<file path="config.mk">
export PLATFORM = sky130hd
export DESIGN_NAME = div_unit_flat
export DESIGN_NICKNAME = d
export VERILOG_FILES = /design/src/rtl/div_if.sv /design/src/rtl/div_unit.sv /design/src/flat_wrapper.sv
export SDC_FILE = /design/constraint.sdc
export NUM_CORES = 1
export LEC_CHECK = 0
export CAP_MARGIN = 0
export CORE_AREA = 2 2 223 225
export CTS_CLUSTER_DIAMETER = 150
export DETAILED_ROUTE_END_ITERATION = 10
export DIE_AREA = 0 0 225 227
export DONT_BUFFER_PORTS = 1
export GPL_TIMING_DRIVEN = 0
export PLACE_DENSITY = 0.4
export SLEW_MARGIN = 20
export SYNTH_ARGS = -nofsm -noshare
export SYNTH_HDL_FRONTEND = slang
export SYNTH_SLANG_ARGS = --single-unit
export TNS_END_PERCENT = 10
</file>
<file path="constraint.sdc">
create_clock -name clk -period 6.4 [get_ports clk]
set_input_delay 0.96 -clock clk [delete_from_list [all_inputs] [get_ports clk]]
set_output_delay 0.96 -clock clk [all_outputs]
set_load 0.01 [all_outputs]
</file>
<file path="src/rtl/div_if.sv">
// Handshake and operand bundle between the EX stage and the radix-2 divider.
// The master drives the request side and the slave returns status and the {hi,lo} result.
interface div_if #(
    parameter int WIDTH = 32
) ();
    logic               start;
    logic               signed_div;
    logic [WIDTH-1:0]   a;
    logic [WIDTH-1:0]   b;
    logic               cancel;
    logic               busy;
    logic               ready;
    logic [2*WIDTH-1:0] result;

    modport master (
        output start, signed_div, a, b, cancel,
        input  busy, ready, result
    );

    modport slave (
        input  start, signed_div, a, b, cancel,
        output busy, ready, result
    );
endinterface

</file>
<file path="src/rtl/div_unit.sv">
// Multi-cycle radix-2 restoring divider for DIV/DIVU; result = {hi=remainder, lo=quotient}.
// Optional macro DIV_ZERO_FAST_EN: a zero divisor skips CALC and completes one cycle after start.
module div_unit #(
    parameter int WIDTH = 32
) (
    input  logic     clk,
    input  logic     rst,
    div_if.slave     bus
);
    localparam int CW = $clog2(WIDTH) + 1;

    typedef enum logic [1:0] {
        IDLE = 2'b00,
        CALC = 2'b01,
        DONE = 2'b10
    } state_t;

    state_t             r_state;
    logic [CW-1:0]      r_cnt;
    logic [WIDTH-1:0]   r_rem;
    logic [WIDTH-1:0]   r_quo;
    logic [WIDTH-1:0]   r_div;
    logic               r_qneg;
    logic               r_rneg;
    logic               r_bzero;
    logic               r_busy;
    logic               r_ready;
    logic [2*WIDTH-1:0] r_result;

    logic [WIDTH:0]     w_rem_sh;
    logic [WIDTH:0]     w_trial;
    logic [WIDTH-1:0]   w_rem_nx;
    logic [WIDTH-1:0]   w_quo_nx;
    logic [WIDTH-1:0]   w_rem_fix;
    logic [WIDTH-1:0]   w_quo_fix;
    logic               w_a_neg;
    logic               w_b_neg;

    assign bus.busy   = r_busy;
    assign bus.ready  = r_ready;
    assign bus.result = r_result;

    // One restoring iteration plus the sign fixups applied on the final step.
    always_comb begin
        w_rem_sh  = {r_rem, r_quo[WIDTH-1]};
        w_trial   = w_rem_sh - {1'b0, r_div};
        w_quo_nx  = {r_quo[WIDTH-2:0], ~w_trial[WIDTH]};
        if (w_trial[WIDTH]) begin
            w_rem_nx = w_rem_sh[WIDTH-1:0];
        end else begin
            w_rem_nx = w_trial[WIDTH-1:0];
        end
        if (r_qneg) begin
            w_quo_fix = -w_quo_nx;
        end else begin
            w_quo_fix = w_quo_nx;
        end
        if (r_rneg) begin
            w_rem_fix = -w_rem_nx;
        end else begin
            w_rem_fix = w_rem_nx;
        end
        w_a_neg = bus.signed_div & bus.a[WIDTH-1];
        w_b_neg = bus.signed_div & bus.b[WIDTH-1];
    end

    // Divider FSM with registered busy/ready/result.
    always_ff @(posedge clk or posedge rst) begin
        if (rst) begin
            r_state  <= IDLE;
            r_cnt    <= {CW{1'b0}};
            r_rem    <= {WIDTH{1'b0}};
            r_quo    <= {WIDTH{1'b0}};
            r_div    <= {WIDTH{1'b0}};
            r_qneg   <= 1'b0;
            r_rneg   <= 1'b0;
            r_bzero  <= 1'b0;
            r_busy   <= 1'b0;
            r_ready  <= 1'b0;
            r_result <= {(2*WIDTH){1'b0}};
        end else begin
            case (r_state)
                IDLE, DONE: begin
                    if (bus.cancel) begin
                        r_state <= IDLE;
                        r_busy  <= 1'b0;
                        r_ready <= 1'b0;
                    end else if (bus.start) begin
                        r_quo   <= w_a_neg ? -bus.a : bus.a;
                        r_div   <= w_b_neg ? -bus.b : bus.b;
                        r_qneg  <= w_a_neg ^ w_b_neg;
                        r_rneg  <= w_a_neg;
                        r_bzero <= (bus.b == {WIDTH{1'b0}});
                        r_rem   <= {WIDTH{1'b0}};
                        r_cnt   <= {CW{1'b0}};
`ifdef DIV_ZERO_FAST_EN
                        if (bus.b == {WIDTH{1'b0}}) begin
                            r_state  <= DONE;
                            r_busy   <= 1'b0;
                            r_ready  <= 1'b1;
                            r_result <= {bus.a, {WIDTH{1'b1}}};
                        end else begin
                            r_state <= CALC;
                            r_busy  <= 1'b1;
                            r_ready <= 1'b0;
                        end
`else
                        r_state <= CALC;
                        r_busy  <= 1'b1;
                        r_ready <= 1'b0;
`endif
                    end else begin
                        r_state <= IDLE;
                        r_busy  <= 1'b0;
                        r_ready <= 1'b0;
                    end
                end
                CALC: begin
                    if (bus.cancel) begin
                        r_state <= IDLE;
                        r_busy  <= 1'b0;
                        r_ready <= 1'b0;
                    end else begin
                        r_rem <= w_rem_nx;
                        r_quo <= w_quo_nx;
                        r_cnt <= r_cnt + CW'(1);
                        // Result is registered on the last iteration so it is valid throughout DONE.
                        if (r_cnt == CW'(WIDTH - 1)) begin
                            r_state <= DONE;
                            r_busy  <= 1'b0;
                            r_ready <= 1'b1;
                            if (r_bzero) begin
                                r_result <= {w_rem_fix, {WIDTH{1'b1}}};
                            end else begin
                                r_result <= {w_rem_fix, w_quo_fix};
                            end
                        end else begin
                            r_state <= CALC;
                            r_busy  <= 1'b1;
                            r_ready <= 1'b0;
                        end
                    end
                end
                default: begin
                    r_state <= IDLE;
                    r_busy  <= 1'b0;
                    r_ready <= 1'b0;
                end
            endcase
        end
    end
endmodule

</file>
<file path="src/flat_wrapper.sv">
// flat-port wrapper written by rule: the top's interface ports become plain ports
module div_unit_flat 
#(
    parameter int WIDTH = 32
)
  (clk, rst, bus_start, bus_signed_div, bus_a, bus_b, bus_cancel, bus_busy, bus_ready, bus_result);
  div_if #(.WIDTH(WIDTH)) bus_i ();
  input  logic clk;
  input  logic rst;
  input wire logic [$bits(bus_i.start)-1:0] bus_start;
  input wire logic [$bits(bus_i.signed_div)-1:0] bus_signed_div;
  input wire logic [$bits(bus_i.a)-1:0] bus_a;
  input wire logic [$bits(bus_i.b)-1:0] bus_b;
  input wire logic [$bits(bus_i.cancel)-1:0] bus_cancel;
  output wire logic [$bits(bus_i.busy)-1:0] bus_busy;
  output wire logic [$bits(bus_i.ready)-1:0] bus_ready;
  output wire logic [$bits(bus_i.result)-1:0] bus_result;
  assign bus_i.start = bus_start;
  assign bus_i.signed_div = bus_signed_div;
  assign bus_i.a = bus_a;
  assign bus_i.b = bus_b;
  assign bus_i.cancel = bus_cancel;
  assign bus_busy = bus_i.busy;
  assign bus_ready = bus_i.ready;
  assign bus_result = bus_i.result;
  div_unit #(.WIDTH(WIDTH)) u_core (.clk(clk), .rst(rst), .bus(bus_i));
endmodule
</file>
==> impl_metrics.ini <==
[critical_path]
end_kind = register
worstPathRequired_ns = 6.71
crit_end = u_core.bus.result[52]
cp_slowest_stage_delay_ns = 0.42
path_cells = inv_1 -> ha_1 -> fa_1 -> nand2b_1 -> a21o_1 -> a21oi_2 -> o211ai_2 -> a31o_2 -> nand2_1 -> buf_2 -> clkbuf_4 -> clkbuf_4 -> nand2_1 -> o21ai_0 -> ha_1 -> nand2_1 -> nor4_2 -> a31oi_1 -> o31ai_2 -> a21boi_0 -> xnor2_1 -> o21ai_0
rrSetupSlack_ns = 0.32
cp_max_fo = 10
slowest_stage = dfrtp_1
cp_common_cell = nand2_1
reg2reg_depth = 22
r2r_start = u_core.r_quo[31]
crit_type = reg2reg
startpoint = u_core.r_quo[31]
crit_arrival_ns = 6.39
timing.rr.end = u_core.bus.result[52]
worstSetupStartpointType = register

[placement]
placed_cells = 2138
dp_hpwl_mm = 36.58
globalplace.congestion = 0.8917
placed_area_um2 = 12890
port_buffers = 0

[finish]
finish.instance_area_um2 = 13510
nets = 1643
final_util_pct = 27.82
syn_to_final_growth_pct = 12.10
multi_input_area_um2 = 7216
drive_above_1_share_pct = 5.491
instances_no_fill = 2170
n_antenna_cell = 0
num-fill-cells = 5282
ff_latch_area_um2 = 4304

[clock_network]
htree_levels = 4
cts_buffers = 17
cts_buffer_depth = 2
cts_tree = yes
postCtsHoldBufs = 0
clk_pin_slew_ns = 0.08
clk_latency_ns = 0.46
cts_root_buf = clkbuf_16
cts_sinks = 172

[yosys]
ys.flop_type = dfrtp_1
syn_avg_cell_area_um2 = 7.958
ys_seq_area_share_pct = 35.72
synthArstFlopShare_pct = 100.0
syn_area_um2 = 12050
synth_edf_count = 0
synth_fp_nets = 1621
ys_ff_latch = 172
synth_top_cells_by_area = dfrtp_1 (36%), o21ai_0 (8.0%), nand2_1 (6.9%)
synth_top_cell_by_area = dfrtp_1
synth_warnings = 0
synth_cell_types = 80
yosysTopAreaCellShare_pct = 35.72
syn_inst = 1514

[global_routing]
antenna_found_initial = 0
grt_max_degree = 71
grt_pass1_vias = 10820
grt.total_usage_pct = 18.07
grt_pass1_wl_mm = 69.77
gr-total-overflow = 0

[power]
power_leakage_nw = 5.627
p_per_area_nw_per_um2 = 481.9
peakVddDrop_v = 0.0002175

[timing]
period_needed_ns = 6.077
finClkSkew_ns = 0.01705
worstMarginPinSlew_ns = 1.073
rsz0062_at_grt = no
fmax_mhz = 164.6
hold_viol_final = 0
drv_slew = 0
timing.hold.ws_ns = 0.3295
period_share_pct = 94.95
finalSetupViolations = 0
relSlewSlack_pct = 27.99

[drt]
viasPerCell = 5.137
totalWireLength_mm = 45.76
firstDrtPassIters = 5
post_drt_wl_per_cell_um = 21.09
ant_nets = 0
vias = 11150
drt_iter0_drc = 972
route.detailed.drc = 0

[floorplanning]
core_area_um2 = 48550
io-pin-count = 135
rows = 81
die_width_um = 225
initial_core_util_pct = 24.82
dieArea_um2 = 51080
die_y_um = 227

[job]
cap_violations = 0

[run_status]
status = finished, final reports clean

[min_path]
hp-class = in2async
-- worst max-delay path, delay by kind of cell (launching register included) --
family,cells,cell delay (ns)
AOI/OAI and AO/OA,9,2.49
DFF,1,0.42
buffers and inverters,4,1.05
xor gates and xnor gates,1,0.26
and+or+nand+nor,5,0.76
adders and majority gates,3,0.93
-- sequential cells by signal, indices dropped and copies added (netlist names) --
register and cells:
u_core.r_div 32, u_core.r_cnt 6, u_core.bus.ready 1, u_core.r_qneg 1, u_core.r_quo 32, u_core.bus.result 64
u_core.r_state 2, u_core.r_bzero 1, u_core.r_rneg 1, u_core.r_rem 32
-- synth_stat cells, drive strengths merged, types with 11 or more instances --
cell    instances
nand2         222
clkbuf         62
mux2i          23
nand4          15
nand2b         13
ha             37
xnor2          63
nor3           29
nor2          129
nor4           16
or2            11
xor2           69
buf            17
o31ai          21
nand3          21
and2           14
a21oi         141
a21o           11
o21ai         200
inv            57
dfrtp         172
or3            26
a31oi          17
-- cell type report --
cell class                 instances  share of cell area (%)
clock buffer                      17                   3.150
sequential                       172                   31.87
buffer                            78                   2.464
multi-input combinational       1205                   53.42
inverter                          58                   1.677
timing repair buffer               4                  0.5188
clock inverter                    14                   1.139
tap                              622                   5.762
-- report_power, final --
group / total, W / leakage (nW) / switching (W) / internal (W)
Clock: 0.00106 / 0.277 / 0.000510 / 0.000551
Combinational: 0.00393 / 3.06 / 0.00261 / 0.00132
Sequential: 0.00152 / 2.29 / 0.000258 / 0.00126
-- logic make-up (layout without fill, tap and decap cells) --
logic type                 Yosys count  in the layout  synth area share [%]
AOI/OAI and AO/OA                  479            479                 23.50
xor gates and xnor gates           132            132                 9.595
adders and majority gates           38             38                 4.008
buffers and inverters              137            171                 4.496
DFF                                172            172                 35.72
muxes                               26             26                 2.191
and+or+nand+nor                    530            530                 20.49
-- metal layers --
| metal | wire length (µm) | part of all wire (%) | global-route usage (%) |
|---|---|---|---|
| met5 | 0 | 0 | 0 |
| met4 | 787 | 1.7 | 4.956 |
| met3 | 3074 | 6.7 | 4.130 |
| met2 | 19710 | 43 | 26.91 |
| met1 | 22200 | 48 | 26.10 |
-- placed cells by master (no fill, tap or decap), types with 37 or more instances in the layout --
cell      instances
nand2_1         222
o21ai_0         193
dfrtp_1         172
a21oi_1         140
nor2_1          128
xor2_1           69
xnor2_1          63
clkbuf_1         58
inv_1            55
ha_1             37
-- stage by stage --
step                      setup TNS (ns)  worst slack (ns)  total power [W]
after detailed placement          -1.577           -0.4304         0.005373
after floorplan                        0            0.7799         0.004081
after global placement           -286.54            -1.692         0.005372
final                                  0            0.3235         0.006508
after CTS                              0           0.07683         0.006462
after global routing                   0          0.004651         0.006961
-- what timing repair did --
item | CTS | global route
pin swaps | 0 | 1
setup buffers | 0 | 2
gates resized for setup | 3 | 8
setup endpoints to repair | 6 | 6
-- worst min-delay path by stage --
stage | depth (start not counted) | startpoint | slack [ns] | endpoint
finish | 1 | rst | 0.33 | u_core.bus.result[12]
global route | 1 | rst | 0.35 | u_core.bus.result[12]
CTS | 1 | rst | 0.32 | u_core.bus.result[12]
detailed placement | 2 | u_core.r_div[20] | 0.47 | u_core.r_div[20]
global placement | 2 | u_core.r_div[18] | 0.47 | u_core.r_div[18]
floorplan | 2 | u_core.r_div[10] | 0.45 | u_core.r_div[10]
Power figures use the tool's default switching activity.
